File: src/rtl/ddr_ca_delay_ctrl.sv
`default_nettype none
// ============================================================================
// Module   : ddr_ca_delay_ctrl
// Brief    : Sequences LOAD/MOVE/DIRECTION pulses for the DDR4 CA IOD delay
//            lines, keeping a shadow tap count per lane.
// Revision : 1.0 - initial release
// ============================================================================
module ddr_ca_delay_ctrl #(
    parameter int NUM_LANES     = 8,
    parameter int LANE_W        = 3,
    parameter int TAP_W         = 8,
    parameter int MAX_TAP       = 127,
    parameter int LOAD_TAP      = 1,
    parameter int SETTLE_CYCLES = 4
) (
    input  logic                         FAB_CLK,
    input  logic                         SYNC_RST,
    input  logic                         CMD_VALID,
    output logic                         CMD_READY,
    input  logic [LANE_W-1:0]            CMD_LANE,
    input  logic [1:0]                   CMD_OP,
    input  logic [TAP_W-1:0]             CMD_ARG,
    output logic                         RSP_VALID,
    output logic [1:0]                   RSP_STATUS,
    output logic [TAP_W-1:0]             RSP_TAP,
    output logic                         BUSY,
    output logic [NUM_LANES-1:0]         DELAY_LINE_LOAD,
    output logic [NUM_LANES-1:0]         DELAY_LINE_MOVE,
    output logic [NUM_LANES-1:0]         DELAY_LINE_DIRECTION,
    input  logic [NUM_LANES-1:0]         DELAY_LINE_OUT_OF_RANGE,
    output logic [NUM_LANES*TAP_W-1:0]   TAP_CNT
);

    localparam int               CNT_W     = $clog2(SETTLE_CYCLES + 1);
    localparam logic [TAP_W-1:0] c_max_tap = TAP_W'(MAX_TAP);
    localparam logic [TAP_W-1:0] c_ld_tap  = TAP_W'(LOAD_TAP);

    localparam logic [1:0] c_op_load = 2'b00;
    localparam logic [1:0] c_op_inc  = 2'b01;
    localparam logic [1:0] c_op_dec  = 2'b10;
    localparam logic [1:0] c_op_set  = 2'b11;

    localparam logic [1:0] c_st_ok    = 2'b00;
    localparam logic [1:0] c_st_range = 2'b01;
    localparam logic [1:0] c_st_lane  = 2'b10;
    localparam logic [1:0] c_st_arg   = 2'b11;

    typedef enum logic [2:0] {
        ST_IDLE      = 3'd0,
        ST_DIR_SETUP = 3'd1,
        ST_MOVE      = 3'd2,
        ST_SETTLE    = 3'd3,
        ST_CHECK     = 3'd4,
        ST_LOAD      = 3'd5,
        ST_LSETTLE   = 3'd6,
        ST_RESP      = 3'd7
    } state_t;

    state_t             r_state;
    state_t             w_next_state;
    logic [LANE_W-1:0]  r_lane;
    logic               r_dir;
    logic               r_dir_en;
    logic [TAP_W-1:0]   r_remain;
    logic [1:0]         r_status;
    logic [CNT_W-1:0]   r_settle;
    logic [TAP_W-1:0]   r_shadow [NUM_LANES];

    logic [NUM_LANES-1:0] w_lane_oh;
    logic [NUM_LANES-1:0] w_in_oh;
    logic [TAP_W-1:0]     w_cur_tap;
    logic [TAP_W-1:0]     w_in_tap;
    logic [TAP_W-1:0]     w_step_tap;
    logic [TAP_W-1:0]     w_steps;
    logic                 w_oor;
    logic                 w_limit;
    logic                 w_next_limit;
    logic                 w_accept;
    logic                 w_dir_nxt;
    logic [1:0]           w_status_nxt;

    // Lane decode by comparison so out-of-range lane codes select nothing.
    always_comb begin
        w_lane_oh = '0;
        w_in_oh   = '0;
        w_cur_tap = '0;
        w_in_tap  = '0;
        w_oor     = 1'b0;
        for (int i = 0; i < NUM_LANES; i++) begin
            if (r_lane == LANE_W'(i)) begin
                w_lane_oh[i] = 1'b1;
                w_cur_tap    = r_shadow[i];
                w_oor        = DELAY_LINE_OUT_OF_RANGE[i];
            end
            if (CMD_LANE == LANE_W'(i)) begin
                w_in_oh[i] = 1'b1;
                w_in_tap   = r_shadow[i];
            end
        end
    end

    assign w_step_tap   = r_dir ? (w_cur_tap + TAP_W'(1)) : (w_cur_tap - TAP_W'(1));
    assign w_limit      = r_dir ? (w_cur_tap == c_max_tap) : (w_cur_tap == '0);
    assign w_next_limit = r_dir ? (w_step_tap == c_max_tap) : (w_step_tap == '0);

    always_comb begin
        w_next_state = r_state;
        w_status_nxt = r_status;
        w_dir_nxt    = r_dir;
        w_steps      = r_remain;
        w_accept     = 1'b0;
        case (r_state)
            ST_IDLE: begin
                if (CMD_VALID) begin
                    w_accept     = 1'b1;
                    w_status_nxt = c_st_ok;
                    case (CMD_OP)
                        c_op_inc: begin
                            w_dir_nxt = 1'b1;
                            w_steps   = CMD_ARG;
                        end
                        c_op_dec: begin
                            w_dir_nxt = 1'b0;
                            w_steps   = CMD_ARG;
                        end
                        c_op_set: begin
                            w_dir_nxt = (CMD_ARG > w_in_tap);
                            w_steps   = (CMD_ARG > w_in_tap) ? (CMD_ARG - w_in_tap)
                                                             : (w_in_tap - CMD_ARG);
                        end
                        default: begin
                            w_dir_nxt = 1'b0;
                            w_steps   = '0;
                        end
                    endcase
                    if (w_in_oh == '0) begin
                        w_next_state = ST_RESP;
                        w_status_nxt = c_st_lane;
                    end else if (CMD_OP == c_op_load) begin
                        w_next_state = ST_LOAD;
                    end else if ((CMD_OP == c_op_set) && (CMD_ARG > c_max_tap)) begin
                        w_next_state = ST_RESP;
                        w_status_nxt = c_st_arg;
                    end else if (w_steps == '0) begin
                        w_next_state = ST_RESP;
                    end else begin
                        w_next_state = ST_DIR_SETUP;
                    end
                end
            end
            ST_DIR_SETUP: begin
                if (w_limit) begin
                    w_next_state = ST_RESP;
                    w_status_nxt = c_st_range;
                end else begin
                    w_next_state = ST_MOVE;
                end
            end
            ST_MOVE:    w_next_state = ST_SETTLE;
            ST_SETTLE:  if (r_settle == '0) w_next_state = ST_CHECK;
            ST_CHECK: begin
                if (w_oor) begin
                    w_next_state = ST_RESP;
                    w_status_nxt = c_st_range;
                end else if (r_remain == TAP_W'(1)) begin
                    w_next_state = ST_RESP;
                end else if (w_next_limit) begin
                    w_next_state = ST_RESP;
                    w_status_nxt = c_st_range;
                end else begin
                    w_next_state = ST_MOVE;
                end
            end
            ST_LOAD:    w_next_state = ST_LSETTLE;
            ST_LSETTLE: if (r_settle == '0) w_next_state = ST_RESP;
            ST_RESP:    w_next_state = ST_IDLE;
            default:    w_next_state = ST_IDLE;
        endcase
    end

    always_ff @(posedge FAB_CLK) begin
        if (SYNC_RST) begin
            r_state  <= ST_IDLE;
            r_lane   <= '0;
            r_dir    <= 1'b0;
            r_dir_en <= 1'b0;
            r_remain <= '0;
            r_status <= c_st_ok;
            r_settle <= '0;
            for (int i = 0; i < NUM_LANES; i++) begin
                r_shadow[i] <= c_ld_tap;
            end
        end else begin
            r_state  <= w_next_state;
            r_status <= w_status_nxt;
            if (w_accept) begin
                r_lane   <= CMD_LANE;
                r_dir    <= w_dir_nxt;
                r_remain <= w_steps;
            end else if ((r_state == ST_CHECK) && !w_oor) begin
                r_remain <= r_remain - TAP_W'(1);
            end
            // DIRECTION stays asserted from DIR_SETUP through the response cycle.
            if (w_next_state == ST_DIR_SETUP) begin
                r_dir_en <= 1'b1;
            end else if (r_state == ST_RESP) begin
                r_dir_en <= 1'b0;
            end
            if ((r_state == ST_MOVE) || (r_state == ST_LOAD)) begin
                r_settle <= CNT_W'(SETTLE_CYCLES - 1);
            end else if (r_settle != '0) begin
                r_settle <= r_settle - CNT_W'(1);
            end
            for (int i = 0; i < NUM_LANES; i++) begin
                if (w_lane_oh[i]) begin
                    if (r_state == ST_LOAD) begin
                        r_shadow[i] <= c_ld_tap;
                    end else if ((r_state == ST_CHECK) && !w_oor) begin
                        r_shadow[i] <= w_step_tap;
                    end
                end
            end
        end
    end

    assign CMD_READY            = (r_state == ST_IDLE) && !SYNC_RST;
    assign BUSY                 = (r_state != ST_IDLE);
    assign RSP_VALID            = (r_state == ST_RESP);
    assign RSP_STATUS           = RSP_VALID ? r_status : 2'b00;
    assign RSP_TAP              = RSP_VALID ? w_cur_tap : '0;
    assign DELAY_LINE_LOAD      = (r_state == ST_LOAD) ? w_lane_oh : '0;
    assign DELAY_LINE_MOVE      = (r_state == ST_MOVE) ? w_lane_oh : '0;
    assign DELAY_LINE_DIRECTION = (r_dir_en && r_dir) ? w_lane_oh : '0;

    generate
        for (genvar gi = 0; gi < NUM_LANES; gi++) begin : g_tap_cnt
            assign TAP_CNT[gi*TAP_W +: TAP_W] = r_shadow[gi];
        end
    endgenerate

endmodule
`default_nettype wire

File: config.mk
export PLATFORM = sky130hd
export DESIGN_NAME = ddr_ca_delay_ctrl
export DESIGN_NICKNAME = d
export VERILOG_FILES = /design/src/rtl/ddr_ca_delay_ctrl.sv
export SDC_FILE = /design/constraint.sdc
export NUM_CORES = 1
export LEC_CHECK = 0
export CAP_MARGIN = 25
export CORE_ASPECT_RATIO = 1.2
export CORE_MARGIN = 2
export CORE_UTILIZATION = 55
export DETAILED_ROUTE_END_ITERATION = 8
export PLACE_DENSITY = 0.84
export RECOVER_POWER = 50
export SYNTH_ARGS = -nofsm -noshare
export SYNTH_HDL_FRONTEND = slang
export SYNTH_SLANG_ARGS = --single-unit
File: constraint.sdc
create_clock -name FAB_CLK -period 16.2 [get_ports FAB_CLK]
set_input_delay 4.86 -clock FAB_CLK [delete_from_list [all_inputs] [get_ports FAB_CLK]]
set_output_delay 4.86 -clock FAB_CLK [all_outputs]
set_load 0.02 [all_outputs]
After elaboration in Yosys (flattened, before gate mapping)
Memory sizes are Yosys's and may differ from the RTL's.
Cells that the tools add are included.

storage, ports and cells
  bits in writable memories = 64
  bits in latches = 0
  memories = 1
  bits of input ports = 24
  bits in read-only memories = 0
  output and inout port bits = 101
  register bits after elaboration = 21

operators by class
  reduce and logical (&&, ||, !) cells = 27
  $mul = 0
  magnitude comparators = 2
  shift-type cells = 0
  bitwise operators = 16
  div/mod/pow operators = 0
  equality and inequality tests = 34
  mux-type cells = 153
  add/subtract/negate cells = 6

memories
  name      words  width  rd ports  clocked after memory_dff  wr ports  line  text
  r_shadow  8      8      8         0                         8         67    logic [TAP_W-1:0] r_shadow [NUM_LANES];

operators by type and width
  operator               count
  $mux W8                44
  $mux W1                83
  $eq A3 B3 Y1 const B   12
  $mux W3                11
  $logic_not A8 Y1       4
  $pmux W3 S8            1
  $mux W2                11
  $eq A3 B2 Y1 const B   6
  $eq A8 B7 Y1 const B   2
  $or A1 B1 Y1           16
  $pmux W8 S2            1
  $sub A8 B1 Y8 const B  2
  $sub A8 B8 Y8          2
  $eq A3 B1 Y1 const B   4
  $logic_not A3 Y1       4
  $reduce_bool A3 Y1     3
  $add A8 B1 Y8 const B  1
  $eq A8 B1 Y1 const B   1
  $gt A8 B7 Y1 const B   1
  $gt A8 B8 Y1           1
  $ne A2 B2 Y1 const B   3
  $ne A3 B3 Y1 const B   2
  $pmux W2 S3            1
  $reduce_and A3 Y1      2
  other kinds (12)       20

Depth between registers and ports, before layout
  word-level depth = 23
  gate-level depth with buffers = 19
  mapped depth without buffers = 18

Least setup slack after synthesis
OpenSTA, ideal clock, no wires.

  path kind = input -> output
  from = input SYNC_RST
  to = output CMD_READY
  buffers on the path = 2
  stages = 3
  arrival time = 5.536 ns
  setup slack = 5.804 ns
  cell sequence = clkbuf_1 clkbuf_1 nor2_1

on the way
  word-level cells in the longest chain between the ends = 2

RTL lines
  item                 line  text
  start, declared      17    input logic SYNC_RST,
  $logic_not A1 Y1     226   assign CMD_READY = (r_state == ST_IDLE) && !SYNC_RST;
  $logic_and A1 B1 Y1  226
  end, declared        19    output logic CMD_READY,

No other way between the ends.

Final worst setup path
Same ends and word-level chain as after synthesis.

==> results.py <==
metrics = {
    "job": {
        "maxCapViolations": 2,
    },
    "worst_hold_path": {
        "holdCritStartpoint": "r_dir_en",
        "hold_depth": 2,
        "worstHoldPathType": "flip-flop to flip-flop",
    },
    "sta": {
        "maxClockFrequency_ghz": 0.0844,
        "slew_headroom": -0.523,
        "tightestPinTransition_ps": 2280,
        "setup_viol": 0,
        "holdWs_ps": 520,
        "drv_slew": 70,
        "fin_crit_sh": 0.731,
        "rsz0062_at_grt": "no",
        "min_period_ps": 11850,
        "tns_ps": 0,
        "finalHoldViolations": 0,
        "worst_clock_skew_ps": 11.8,
    },
    "final_layout": {
        "synthToLayoutAreaGrowth_pct": 24.9,
        "drive_gt1_frac": 0.0850,
        "layout_commonest_cell": "nor2_1",
        "final_cell_mix": "nor2_1 (115), dlygate4sd3_1 (76), edfxtp_1 (64)",
        "diodes": 0,
        "nets": 854,
    },
    "global_route": {
        "grt_pass1_vias": 5952,
        "overflow": 0,
        "grt_max_degree": 47,
        "antenna_found_initial": 0,
        "grt_pass1_wl_mm": 32.0,
        "grt.total_usage": 0.342,
    },
    "route": {
        "drt_iter0_drc": 675,
        "drc": 0,
        "first_pass_iters": 6,
        "vias_per_cell": 6.36,
        "totalWireLength_mm": 21.0,
        "wire_per_inst_um": 21.9,
        "vias": 6082,
        "ant_nets": 0,
    },
    "synthesis": {
        "syn_inst": 693,
        "synthAdderAreaFrac": 0.0722,
        "ys.flop_type": "edfxtp_1",
        "synth_nets": 752,
        "muxShareOfSynthArea": 0.117,
        "synth_top_family_by_area": "simple AND/OR/NAND/NOR gates",
        "synth_area_um2": 6380,
        "synthSimpleGateAreaFrac": 0.213,
        "synth-edff-count": 64,
        "synth-seq-cells": 85,
        "ys_types": 73,
        "synthArstFlopShare": 0,
        "synth_xor_area_frac": 0.0259,
        "synth-seq-area-share": 0.367,
        "synth_compound_area_frac": 0.151,
        "yosys_warnings": 0,
        "syn_avg_cell_area_um2": 9.20,
    },
    "critical_path": {
        "critPathLaunchType": "input pin",
        "r2r-start": "r_lane[1]",
        "cp.required_ps": 11340,
        "critical_path_peak_fanout": 34,
        "crit_path_end_kind": "output pin",
        "crit_start": "SYNC_RST",
        "critPathKind": "input pin to output pin",
        "worstPathArrival_ps": 6990,
        "reg2regPathDepth": 13,
    },
    "clocking": {
        "clk_pin_slew_ps": 60,
        "clockBufferDepth": 2,
        "cts_root_buf": "clkbuf_16",
        "cts_max_level": 3,
        "cts_sinks": 85,
        "hold_buffers": 0,
        "clk_latency_ps": 350,
        "cts_tree": "built",
        "cts_setup_buffers": 0,
        "cts_buffers": 9,
        "postCtsResizedCells": 0,
    },
    "outcome": {
        "violations": "capacitance limit, slew limit",
        "status": "finished, violations left",
    },
    "pwr": {
        "p_total_mw": 0.968,
        "power.density_nw_per_um2": 122,
        "irDropWorstVdd_v": 0.0000965,
        "p_leak_nw": 3.07,
    },
    "floorplanning": {
        "row_count": 43,
        "io_pins": 125,
        "core-area_um2": 11500,
        "die_area_um2": 12500,
        "start_util": 0.556,
        "die_x_um": 102,
        "die_h_um": 122,
    },
    "placed_design": {
        "hpwlAfterDp_mm": 15.2,
        "gp_congestion": 0.930,
        "port_buffers": 124,
    },
}
[worst paths after layout]
check	end	slack [ps]
max	CMD_READY	4350
min	r_dir_en	520
max reg2reg	r_dir_en	9820
min reg2reg	r_dir_en	520
[sequential cells by signal, indices dropped and copies added, names as in the netlist]
signal and count:
r_lane 3, r_settle 3, r_shadow 64, r_remain 8, r_state 3, r_dir_en 1, r_dir 1, r_status 2
[worst max-delay path: stages]
cell,delay (ps)
dlygate4sd3_1,520
clkbuf_1,910
nor2_1,110
clkdlybuf4s50_1,590
[area by class of cell]
cell class / count / area [um^2]
flip-flops and latches: 85 / 2340
multi-input cells: 528 / 3690
clock buffers: 9 / 225
inverters: 39 / 146
clock inverters: 7 / 75.1
repair buffers: 132 / 1280
fillers: 866 / 3500
well taps: 157 / 196
[report_power, final]
part | switching, mW | total, mW | internal, mW
sequential | 0.0247 | 0.282 | 0.257
combinational | 0.309 | 0.477 | 0.168
clock | 0.0897 | 0.210 | 0.120
total | 0.423 | 0.968 | 0.545
[Yosys cell counts, types with 11 or more instances]
master      n  area (um^2)
nor2_1    115          432
edfxtp_1   64         1920
nand2_1    60          225
inv_1      37          139
a21oi_1    32          160
ha_1       32          400
o21ai_0    25          125
clkbuf_1   23         86.3
dfxtp_1    21          420
nand3_1    21          105
mux4_2     18          405
mux2i_1    16          160
mux2_2     15          169
nand2b_1   13         81.3
nor3_1     12         60.1
nor2b_1    11         68.8
xnor2_1    11         96.3
[per-stage QoR]
step / instances / util / area [um^2] / setup slack [ps]
CTS: 955 / 0.695 / 7970 / 5090
floorplan: 693 / - / 6380 / 5800
detailed placement: 939 / 0.669 / 7670 / 5100
finish: 957 / 0.695 / 7960 / 4350
global placement: 939 / 0.669 / 7670 / 5110
global route: 957 / 0.695 / 7960 / 4200
[metal layers]
metal | GRT usage | wire length [um] | vias to the layer above
met1 | 0.400 | 7230 | 2893
li1 | - | - | 2710
met2 | 0.576 | 10400 | 393
met5 | 0 | 0 | -
met4 | 0.203 | 1200 | 0
met3 | 0.0688 | 2180 | 86
[cell families (layout without fill, tap and decap cells)]
| group | count (synthesis) | count (layout) |
|---|---|---|
| mux | 50 | 50 |
| buf+inv | 80 | 187 |
| fa+ha+maj | 35 | 35 |
| flops | 85 | 85 |
| xor+xnor | 18 | 18 |
| simple gates | 286 | 286 |
| compound gates | 139 | 139 |
No activity file was read; power rests on OpenSTA's default activity.
